[config.mk]
export PLATFORM = sky130hd
export DESIGN_NAME = pla_vector_sweeper_flat
export DESIGN_NICKNAME = d
export VERILOG_FILES = /design/src/rtl/pla_sweep_pkg.sv /design/src/rtl/pla_vector_sweeper_if.sv /design/src/rtl/pla_misr.sv /design/src/rtl/pla_vector_sweeper.sv /design/src/flat_wrapper.sv
export SDC_FILE = /design/constraint.sdc
export NUM_CORES = 1
export LEC_CHECK = 0
export CAP_MARGIN = 20
export CORE_MARGIN = 4
export CORE_UTILIZATION = 49
export CTS_CLUSTER_SIZE = 20
export DETAILED_ROUTE_END_ITERATION = 8
export PLACE_DENSITY = 0.79
export SETUP_SLACK_MARGIN = 0.02
export SYNTH_ARGS = -nofsm -noshare
export SYNTH_HDL_FRONTEND = slang
export SYNTH_SLANG_ARGS = --single-unit
[constraint.sdc]
create_clock -name clk -period 1.8 [get_ports clk]
set_input_delay 0.18 -clock clk [delete_from_list [all_inputs] [get_ports clk]]
set_output_delay 0.18 -clock clk [all_outputs]
set_load 0.05 [all_outputs]
[src/rtl/pla_sweep_pkg.sv]
// Shared types and helpers for the PLA vector sweeper: FSM states, the default
// MISR polynomial and the single-step MISR update used by pla_misr.
package pla_sweep_pkg;

    typedef enum logic [1:0] {
        IDLE  = 2'd0,
        SWEEP = 2'd1,
        DRAIN = 2'd2,
        DONE  = 2'd3
    } sweep_state_e;

    localparam logic [15:0] DEFAULT_POLY = 16'h1021;

    // Widest signature misr_next can handle; narrower MISRs are zero-extended.
    localparam int MISR_MAX_W = 64;

    function automatic logic [MISR_MAX_W-1:0] misr_next(
        input logic [MISR_MAX_W-1:0] sig,
        input logic                  bit_in,
        input logic [MISR_MAX_W-1:0] poly,
        input int unsigned           width
    );
        logic [MISR_MAX_W-1:0] mask;
        logic [MISR_MAX_W-1:0] nxt;
        mask = (width >= MISR_MAX_W) ? '1 : ((64'd1 << width) - 64'd1);
        nxt  = (sig << 1) ^ (sig[6'(width - 1)] ? poly : '0)
             ^ {{(MISR_MAX_W-1){1'b0}}, bit_in};
        return nxt & mask;
    endfunction

endpackage

[src/rtl/pla_vector_sweeper_if.sv]
// Bus between the sweeper and the PLA under test / its controller.
// master = sweeper side, slave = environment side.
interface pla_vector_sweeper_if #(
    parameter int N_IN  = 8,
    parameter int SIG_W = 16
);
    logic              start;
    logic [N_IN-1:0]   x_out;
    logic              y_in;
    logic              busy;
    logic              done;
    logic [N_IN:0]     onset_count;
    logic [SIG_W-1:0]  signature;

    modport master (
        input  start, y_in,
        output x_out, busy, done, onset_count, signature
    );

    modport slave (
        output start, y_in,
        input  x_out, busy, done, onset_count, signature
    );
endinterface

[src/rtl/pla_misr.sv]
// Serial-input MISR: one response bit is shifted in per enabled cycle.
// clear has priority over enable; the seed after clear or reset is zero.
module pla_misr
    import pla_sweep_pkg::*;
#(
    parameter int               SIG_W = 16,
    parameter logic [SIG_W-1:0] POLY  = SIG_W'(DEFAULT_POLY)
) (
    input  logic             clk,
    input  logic             rst,
    input  logic             clear,
    input  logic             enable,
    input  logic             bit_in,
    output logic [SIG_W-1:0] signature
);

    logic [SIG_W-1:0] sig_q;
    logic [SIG_W-1:0] sig_d;

    always_comb begin
        sig_d = sig_q;
        if (clear) begin
            sig_d = '0;
        end else if (enable) begin
            sig_d = SIG_W'(misr_next(MISR_MAX_W'(sig_q), bit_in,
                                     MISR_MAX_W'(POLY), SIG_W));
        end
    end

    always_ff @(posedge clk) begin
        if (rst) begin
            sig_q <= '0;
        end else begin
            sig_q <= sig_d;
        end
    end

    assign signature = sig_q;

endmodule

[src/rtl/pla_vector_sweeper.sv]
// Exhaustive sweeper for an N_IN-input PLA: drives every vector, counts ones and
// compacts responses into a MISR. PLA_SWEEP_XOR_OFFSET_EN adds an XOR offset on x_out.
module pla_vector_sweeper
    import pla_sweep_pkg::*;
#(
    parameter int               N_IN  = 8,
    parameter int               PIPE  = 0,
    parameter int               SIG_W = 16,
    parameter logic [SIG_W-1:0] POLY  = SIG_W'(DEFAULT_POLY)
) (
    input  logic                 clk,
    input  logic                 rst,
`ifdef PLA_SWEEP_XOR_OFFSET_EN
    input  logic [N_IN-1:0]      offset,
`endif
    pla_vector_sweeper_if.master bus
);

    localparam logic [N_IN-1:0] LAST_VEC = '1;
    // Valid-pipe pattern seen on the edge that samples the final vector.
    localparam logic [PIPE:0]   LAST_PAT = (PIPE+1)'(1) << PIPE;

    sweep_state_e    state_q, state_d;
    logic [N_IN-1:0] counter_q, counter_d;
    logic [PIPE:0]   vld_q, vld_d;
    logic [N_IN:0]   onset_q, onset_d;
    logic            sample_en;
    logic            misr_clr;

    assign sample_en = vld_q[PIPE];

    // NOTE: every signal assigned in this block gets a default first, so no
    // path through the case leaves one unassigned and no latch is inferred.
    always_comb begin
        state_d   = state_q;
        counter_d = counter_q;
        onset_d   = onset_q;
        misr_clr  = 1'b0;

        if (sample_en) begin
            onset_d = onset_q + (N_IN+1)'(bus.y_in);
        end

        unique case (state_q)
            IDLE, DONE: begin
                if (bus.start) begin
                    state_d   = SWEEP;
                    counter_d = '0;
                    onset_d   = '0;
                    misr_clr  = 1'b1;
                end
            end
            SWEEP: begin
                if (counter_q == LAST_VEC) begin
                    state_d = (PIPE == 0) ? DONE : DRAIN;
                end else begin
                    counter_d = counter_q + 1'b1;
                end
            end
            DRAIN: begin
                if (vld_q == LAST_PAT) begin
                    state_d = DONE;
                end
            end
            default: state_d = IDLE;
        endcase

        // Bit 0 marks a cycle in which a vector is on x_out; it ages by one per edge.
        vld_d = (vld_q << 1) | (PIPE+1)'(state_d == SWEEP);
    end

    // NOTE: state registers use non-blocking assignments so every flop samples
    // the pre-edge values regardless of block ordering.
    always_ff @(posedge clk) begin
        if (rst) begin
            state_q   <= IDLE;
            counter_q <= '0;
            vld_q     <= '0;
            onset_q   <= '0;
        end else begin
            state_q   <= state_d;
            counter_q <= counter_d;
            vld_q     <= vld_d;
            onset_q   <= onset_d;
        end
    end

`ifdef PLA_SWEEP_XOR_OFFSET_EN
    logic [N_IN-1:0] offset_q;

    always_ff @(posedge clk) begin
        if (rst) begin
            offset_q <= '0;
        end else if (misr_clr) begin
            offset_q <= offset;
        end
    end

    assign bus.x_out = counter_q ^ offset_q;
`else
    assign bus.x_out = counter_q;
`endif

    pla_misr #(
        .SIG_W (SIG_W),
        .POLY  (POLY)
    ) u_misr (
        .clk       (clk),
        .rst       (rst),
        .clear     (misr_clr),
        .enable    (sample_en),
        .bit_in    (bus.y_in),
        .signature (bus.signature)
    );

    assign bus.busy        = (state_q == SWEEP) || (state_q == DRAIN);
    assign bus.done        = (state_q == DONE);
    assign bus.onset_count = onset_q;

endmodule
[src/flat_wrapper.sv]
// flat-port wrapper written by rule: the top's interface ports become plain ports
module pla_vector_sweeper_flat import pla_sweep_pkg::*;
#(
    parameter int               N_IN  = 8,
    parameter int               PIPE  = 0,
    parameter int               SIG_W = 16,
    parameter logic [SIG_W-1:0] POLY  = SIG_W'(DEFAULT_POLY)
)
  (clk, rst, bus_start, bus_y_in, bus_x_out, bus_busy, bus_done, bus_onset_count, bus_signature);
  pla_vector_sweeper_if #(.N_IN(N_IN), .SIG_W(SIG_W)) bus_i ();
  input  logic clk;
  input  logic rst;
  input wire logic [$bits(bus_i.start)-1:0] bus_start;
  input wire logic [$bits(bus_i.y_in)-1:0] bus_y_in;
  output wire logic [$bits(bus_i.x_out)-1:0] bus_x_out;
  output wire logic [$bits(bus_i.busy)-1:0] bus_busy;
  output wire logic [$bits(bus_i.done)-1:0] bus_done;
  output wire logic [$bits(bus_i.onset_count)-1:0] bus_onset_count;
  output wire logic [$bits(bus_i.signature)-1:0] bus_signature;
  assign bus_i.start = bus_start;
  assign bus_i.y_in = bus_y_in;
  assign bus_x_out = bus_i.x_out;
  assign bus_busy = bus_i.busy;
  assign bus_done = bus_i.done;
  assign bus_onset_count = bus_i.onset_count;
  assign bus_signature = bus_i.signature;
  pla_vector_sweeper #(.N_IN(N_IN), .PIPE(PIPE), .SIG_W(SIG_W), .POLY(POLY)) u_core (.clk(clk), .rst(rst), .bus(bus_i));
endmodule
==> impl_metrics.ini, run 1 <==
[synth]
ys_top_cells_by_count = dfxtp_1 (36), nor2_1 (30), mux2i_1 (17)
ys_types = 43
synth.yosys.warnings = 0
ys_seq_area_share_pct = 43.5
syn-num-nets = 187
yosysMostFrequentCell = dfxtp_1
synthArstFlopShare_pct = 0
netlist_instances = 177
yosysTopAreaCell = dfxtp_1
synth_top_area_share_pct = 43.5
synth.avg_cell_area_um2 = 9.37
synth.cell_area_um2 = 1660
ys_ff_latch = 36
synth_flop_cell = dfxtp_1
synth.area.top_cells = dfxtp_1 (43%), mux2i_1 (10%), nor2_1 (6.8%)
synth_edf_count = 0

[power_and_ir_drop]
finalPower_uw = 2500
powerDensity_nw_per_um2 = 1150
power.leakage_uw = 0.000934
peakVddDrop_mv = 0.642

[finish]
fillers = 272
seq_area_um2 = 723
fin_area_um2 = 2180
diodes = 0
area_growth_pct = 31.5
drive_gt1_share_pct = 12.7
multi_input_area_um2 = 887
stdcell_count = 265
fin_nets = 230

[critical_path]
crit_family = buffers and inverters
crit_path_max_incr_delay_ps = 820
critPathSlowestCell = clkdlybuf4s50_1
cp.arrival_ps = 1550
crit_type = flop to output pin
critPathCaptureType = output pin
path_cells = clkdlybuf4s50_1
start_kind = flop
critical_path_buf_inv_count = 1
worstPathRequired_ps = 1620
cp_max_fo = 7

[run_status]
status = complete, no violations

[route]
drc = 0
wl_met1_um = 1620
drt_pass1_iterations = 4
num_vias = 1444
first_iter_violations = 68
highest_layer = met4
finalWirelength_um = 3830
drtAntennaViolNets = 0
vias_per_cell = 5.45
wire_per_inst_um = 14.5
wl_met2_um = 2020
wl_met3_um = 171

[global_routing]
grt_usage_pct = 18.8
gr-total-overflow = 0
antenna_found_initial = 0
grt_max_degree = 26
grt_pass1_wl_um = 6370
grt_pass1_vias = 1388

[min_path]
hp-class = flop to flop

[clocking]
clkTransAtPathRegs_ps = 110
cts-root-buf = clkbuf_4
cts_tree = built
clock_sinks = 36
htree_levels = 2
hold_buffers = 0
clkLatencyLatePin_ps = 330
cts_buffers = 5
clock_path_buffers = 2

[die]
die_area_um2 = 4380
start_util_pct = 52.6
die_w_um = 66.2
std_cell_rows = 20
dieHeight_um = 66.2
design.core.area_um2 = 3150
pin_count = 39

[timing]
max-slew-margin-rel_pct = 65.0
fin_crit_ps = 1730
skew_ps = 4.63
setup_viol = 0
fin_crit_sh_pct = 96.0
max_freq_mhz = 579
worst-slew-pin-transition_ps = 523
report.final.slew_viol_count = 0
rsz0062_at_grt = false
hold_viol_final = 0

[flow_run]
max_cap_violations = 0

[place]
dp_cells = 256
portBuffers = 38
place_congestion = 0.869
dp_hpwl_um = 2860
dpl_cell_area_um2 = 2100
-- worst register-to-register path: cells and delay by family (launching register included) --
family / cells / cell delay, ps
AND/OR/NAND/NOR: 2 / 330
adder cells (fa/ha/maj): 1 / 400
flip-flops: 1 / 380
AO/OA/AOI/OAI: 2 / 400
buffers and inverters: 1 / 60
-- path summary, 6_finish.rpt --
kind	from	endpoint	slack [ps]	cells after the start
hold reg to reg	u_core.bus.onset_count[8]	u_core.bus.onset_count[8]	510	2
setup / recovery	u_core.bus.x_out[0]	bus_x_out[0]	70	1
setup reg to reg	u_core.state_q[0]	u_core.bus.x_out[7]	130	6
hold / removal	u_core.bus.onset_count[8]	u_core.bus.onset_count[8]	510	2
-- state kept, by name, summed over array words and instances (netlist names) --
signal                   count
u_core.u_misr.signature     16
u_core.bus.onset_count       9
u_core.bus.x_out             8
u_core.state_q               2
u_core.sample_en             1
-- metal layers --
layer	up-vias	global-route usage, %
met5	-	0
met4	0	6.60
met3	4	4.76
met2	43	33.2
met1	680	21.8
li1	717	-
-- cell type report --
cell class              instances  share of cell area [%]
clock inverters                 2                   0.459
clock buffers                   6                    2.35
well taps                      44                    2.52
multi-input cells             130                    40.7
repair buffers                 44                    20.3
flip-flops and latches         36                    33.2
inverters                       3                   0.516
-- timing repair --
action,in CTS,in global routing
endpoints found under the hold margin,0,0
endpoints found under the setup margin,7,8
setup buffers,0,1
resized for setup,7,7
gates cloned,0,0
-- layout by cell type (no fill, tap or decap), types with 3 or more instances in the layout --
cell type         n
mux2i_1          17
clkbuf_4          5
ha_1              5
dfxtp_1          34
nor3_1            4
a211oi_1          4
dlymetal6s2s_1    5
nand3_1           4
xnor2_1           3
nand4_1           3
xor2_1            4
inv_1             3
a21oi_1           6
o21ai_0           7
dlygate4sd2_1     6
clkdlybuf4s50_1  22
nor2_1           30
buf_4             9
or3_1             3
nand2_1           8
-- cells by family after synthesis --
kind of cell	after synthesis	share of synthesized area, %
buffers and inverters	11	3.17
flip-flops	36	43.5
multiplexers	17	10.3
adder cells (fa/ha/maj)	6	4.53
AO/OA/AOI/OAI	32	13.4
AND/OR/NAND/NOR	68	21.5
XOR/XNOR	7	3.70
-- metrics by stage --
| step | hold slack [ps] | setup WS (ps) | util [%] | TNS (ps) |
|---|---|---|---|---|
| 3_3_place_gp | 472 | 35.9 | 66.7 | 0 |
| 5_1_grt | 535 | 20.5 | 69.2 | 0 |
| 2_1_floorplan | 384 | 21.8 | - | 0 |
| 4_1_cts | 511 | 39.0 | 68.5 | 0 |
| 6_report | 506 | 72.4 | 69.2 | 0 |
| 3_5_place_dp | 495 | -23.4 | 66.7 | -23.4 |
-- power breakdown --
part / internal (uW) / switching (uW)
sequential: 860 / 65.0
clock: 186 / 268
combinational: 463 / 657
Note: power is estimated with default switching activity, not from simulation.
==> run 2: changes to the inputs <==
--- a/config.mk
+++ b/config.mk
@@ -10,6 +10,7 @@
 export CORE_UTILIZATION = 49
 export CTS_CLUSTER_SIZE = 20
 export DETAILED_ROUTE_END_ITERATION = 8
+export GPL_ROUTABILITY_DRIVEN = 0
 export PLACE_DENSITY = 0.79
 export SETUP_SLACK_MARGIN = 0.02
 export SYNTH_ARGS = -nofsm -noshare
==> results of run 2 <==
Final layout, timing and power as in run 1 (identical DEF).
==> run 3: changes to the inputs <==
--- a/config.mk
+++ b/config.mk
@@ -12,6 +12,7 @@
 export DETAILED_ROUTE_END_ITERATION = 8
 export GPL_ROUTABILITY_DRIVEN = 0
 export PLACE_DENSITY = 0.79
+export RECOVER_POWER = 100
 export SETUP_SLACK_MARGIN = 0.02
 export SYNTH_ARGS = -nofsm -noshare
 export SYNTH_HDL_FRONTEND = slang
==> impl_metrics.ini, run 3 (synthesis gave the netlist of run 1 again) <==
[critical_path]
crit_type = flop to output pin
worstPathRequired_ps = 1620
critPathSlowestCell = clkdlybuf4s50_1
cp_max_fo = 7
critical_path_buf_inv_count = 1
critPathCaptureType = output pin
ff2ff_setup_slack_ps = 130
crit_family = buffers and inverters
cp.arrival_ps = 1540
crit_path_max_incr_delay_ps = 820
path_cells = clkdlybuf4s50_1
start_kind = flop

[power_and_ir_drop]
clock_power_share_pct = 18.9
swShare_pct = 40.7
power.leakage_uw = 0.000802
peakVddDrop_mv = 0.635
internal_power_uw = 1420
pwr-share-seq_pct = 38.7
p_comb_share_pct = 42.4
switching_power_uw = 974
powerDensity_nw_per_um2 = 1140

[die]
die_w_um = 66.2
design.core.area_um2 = 3150
start_util_pct = 52.6
pin_count = 39
std_cell_rows = 20
dieHeight_um = 66.2
die_area_um2 = 4380

[finish]
fin_area_um2 = 2090
layout_commonest_cell = dfxtp_1
diodes = 0
seq_area_um2 = 723
fin_nets = 230
drive_gt1_share_pct = 10.9
post-route-util_pct = 66.3
layout_common_cells = dfxtp_1 (34), nor2_1 (30), clkdlybuf4s50_1 (22), mux2i_1 (17), clkbuf_1 (9)
fillers = 289
multi_input_area_um2 = 887
area_growth_pct = 26.2
largest_register_ffs = 16

[global_routing]
gr-total-overflow = 0
grt_max_degree = 26
grt_pass1_wl_um = 6370
grt_pass1_vias = 1388
grt_usage_pct = 18.8
antenna_found_initial = 0

[route]
drc = 0
vias_per_cell = 5.42
num_vias = 1435
first_iter_violations = 75
finalWirelength_um = 3860
drtAntennaViolNets = 0
wire_per_inst_um = 14.6
drt_pass1_iterations = 4

[clocking]
cts-root-buf = clkbuf_4
clkLatencyLatePin_ps = 330
clock_path_buffers = 2
cts_buffers = 5
clock_sinks = 36
hold_buffers = 0
cts_tree = built
htree_levels = 2
clkTransAtPathRegs_ps = 110

[timing]
fin_crit_ps = 1720
holdWs_ps = 507
rsz0062_at_grt = false
hold_viol_final = 0
max-slew-margin-rel_pct = 58.3
worst-slew-pin-transition_ps = 628
report.final.slew_viol_count = 0
max_freq_mhz = 580
fin_crit_sh_pct = 95.7
setup_viol = 0
skew_ps = 5.34

[flow_run]
max_cap_violations = 0

[min_path]
hp-class = flop to flop

[place]
dp_hpwl_um = 2860
dpl_cell_area_um2 = 2100
portBuffers = 38

[run_status]
status = complete, no violations
run 3: final cells by class:
| class | instances | share of cell area (%) |
|---|---|---|
| Multi-Input combinational cell | 130 | 42.4 |
| Sequential cell | 36 | 34.6 |
| Tap cell | 44 | 2.63 |
| Clock buffer | 6 | 2.45 |
| Inverter | 3 | 0.538 |
| Timing Repair Buffer | 44 | 16.9 |
| Clock inverter | 2 | 0.478 |
run 3: stage by stage:
step / setup slack, ps / setup TNS (ps) / std cells / power [uW]
global placement: 35.9 / 0 / 256 / 1980
detailed placement: -23.4 / -23.4 / 256 / 2030
global route: 20.5 / 0 / 265 / 2520
CTS: 39.0 / 0 / 264 / 2480
floorplan: 21.8 / 0 / 177 / 1710
finish: 76.7 / 0 / 265 / 2390
run 3: timing repair:
action	4_1_cts	5_1_grt
endpoints found under the setup margin	7	8
resized for setup	7	7
setup buffers	0	1
run 3: layer usage:
metal	share of wire (%)	routed length, um	track usage [%]
met5	0	0	0
met4	0.62	24	6.60
met3	4.3	167	4.76
met2	52	2020	33.2
met1	43	1650	21.8
run 3: worst paths after layout:
| kind | endpoint | startpoint | cells past startpoint |
|---|---|---|---|
| min | u_core.bus.onset_count[8] | u_core.bus.onset_count[8] | 2 |
| min reg2reg | u_core.bus.onset_count[8] | u_core.bus.onset_count[8] | 2 |
| max reg2reg | u_core.bus.x_out[7] | u_core.state_q[0] | 6 |
| max | bus_x_out[0] | u_core.bus.x_out[0] | 1 |
run 3: power groups by stage:
stage                     logic (uW)  clock network, uW  registers [uW]
after global placement          1050                  0             933
after detailed placement        1090                  0             940
after CTS                       1100                459             921
after global routing            1090                492             937
after floorplan                  694                  0            1020
final                           1010                452             924
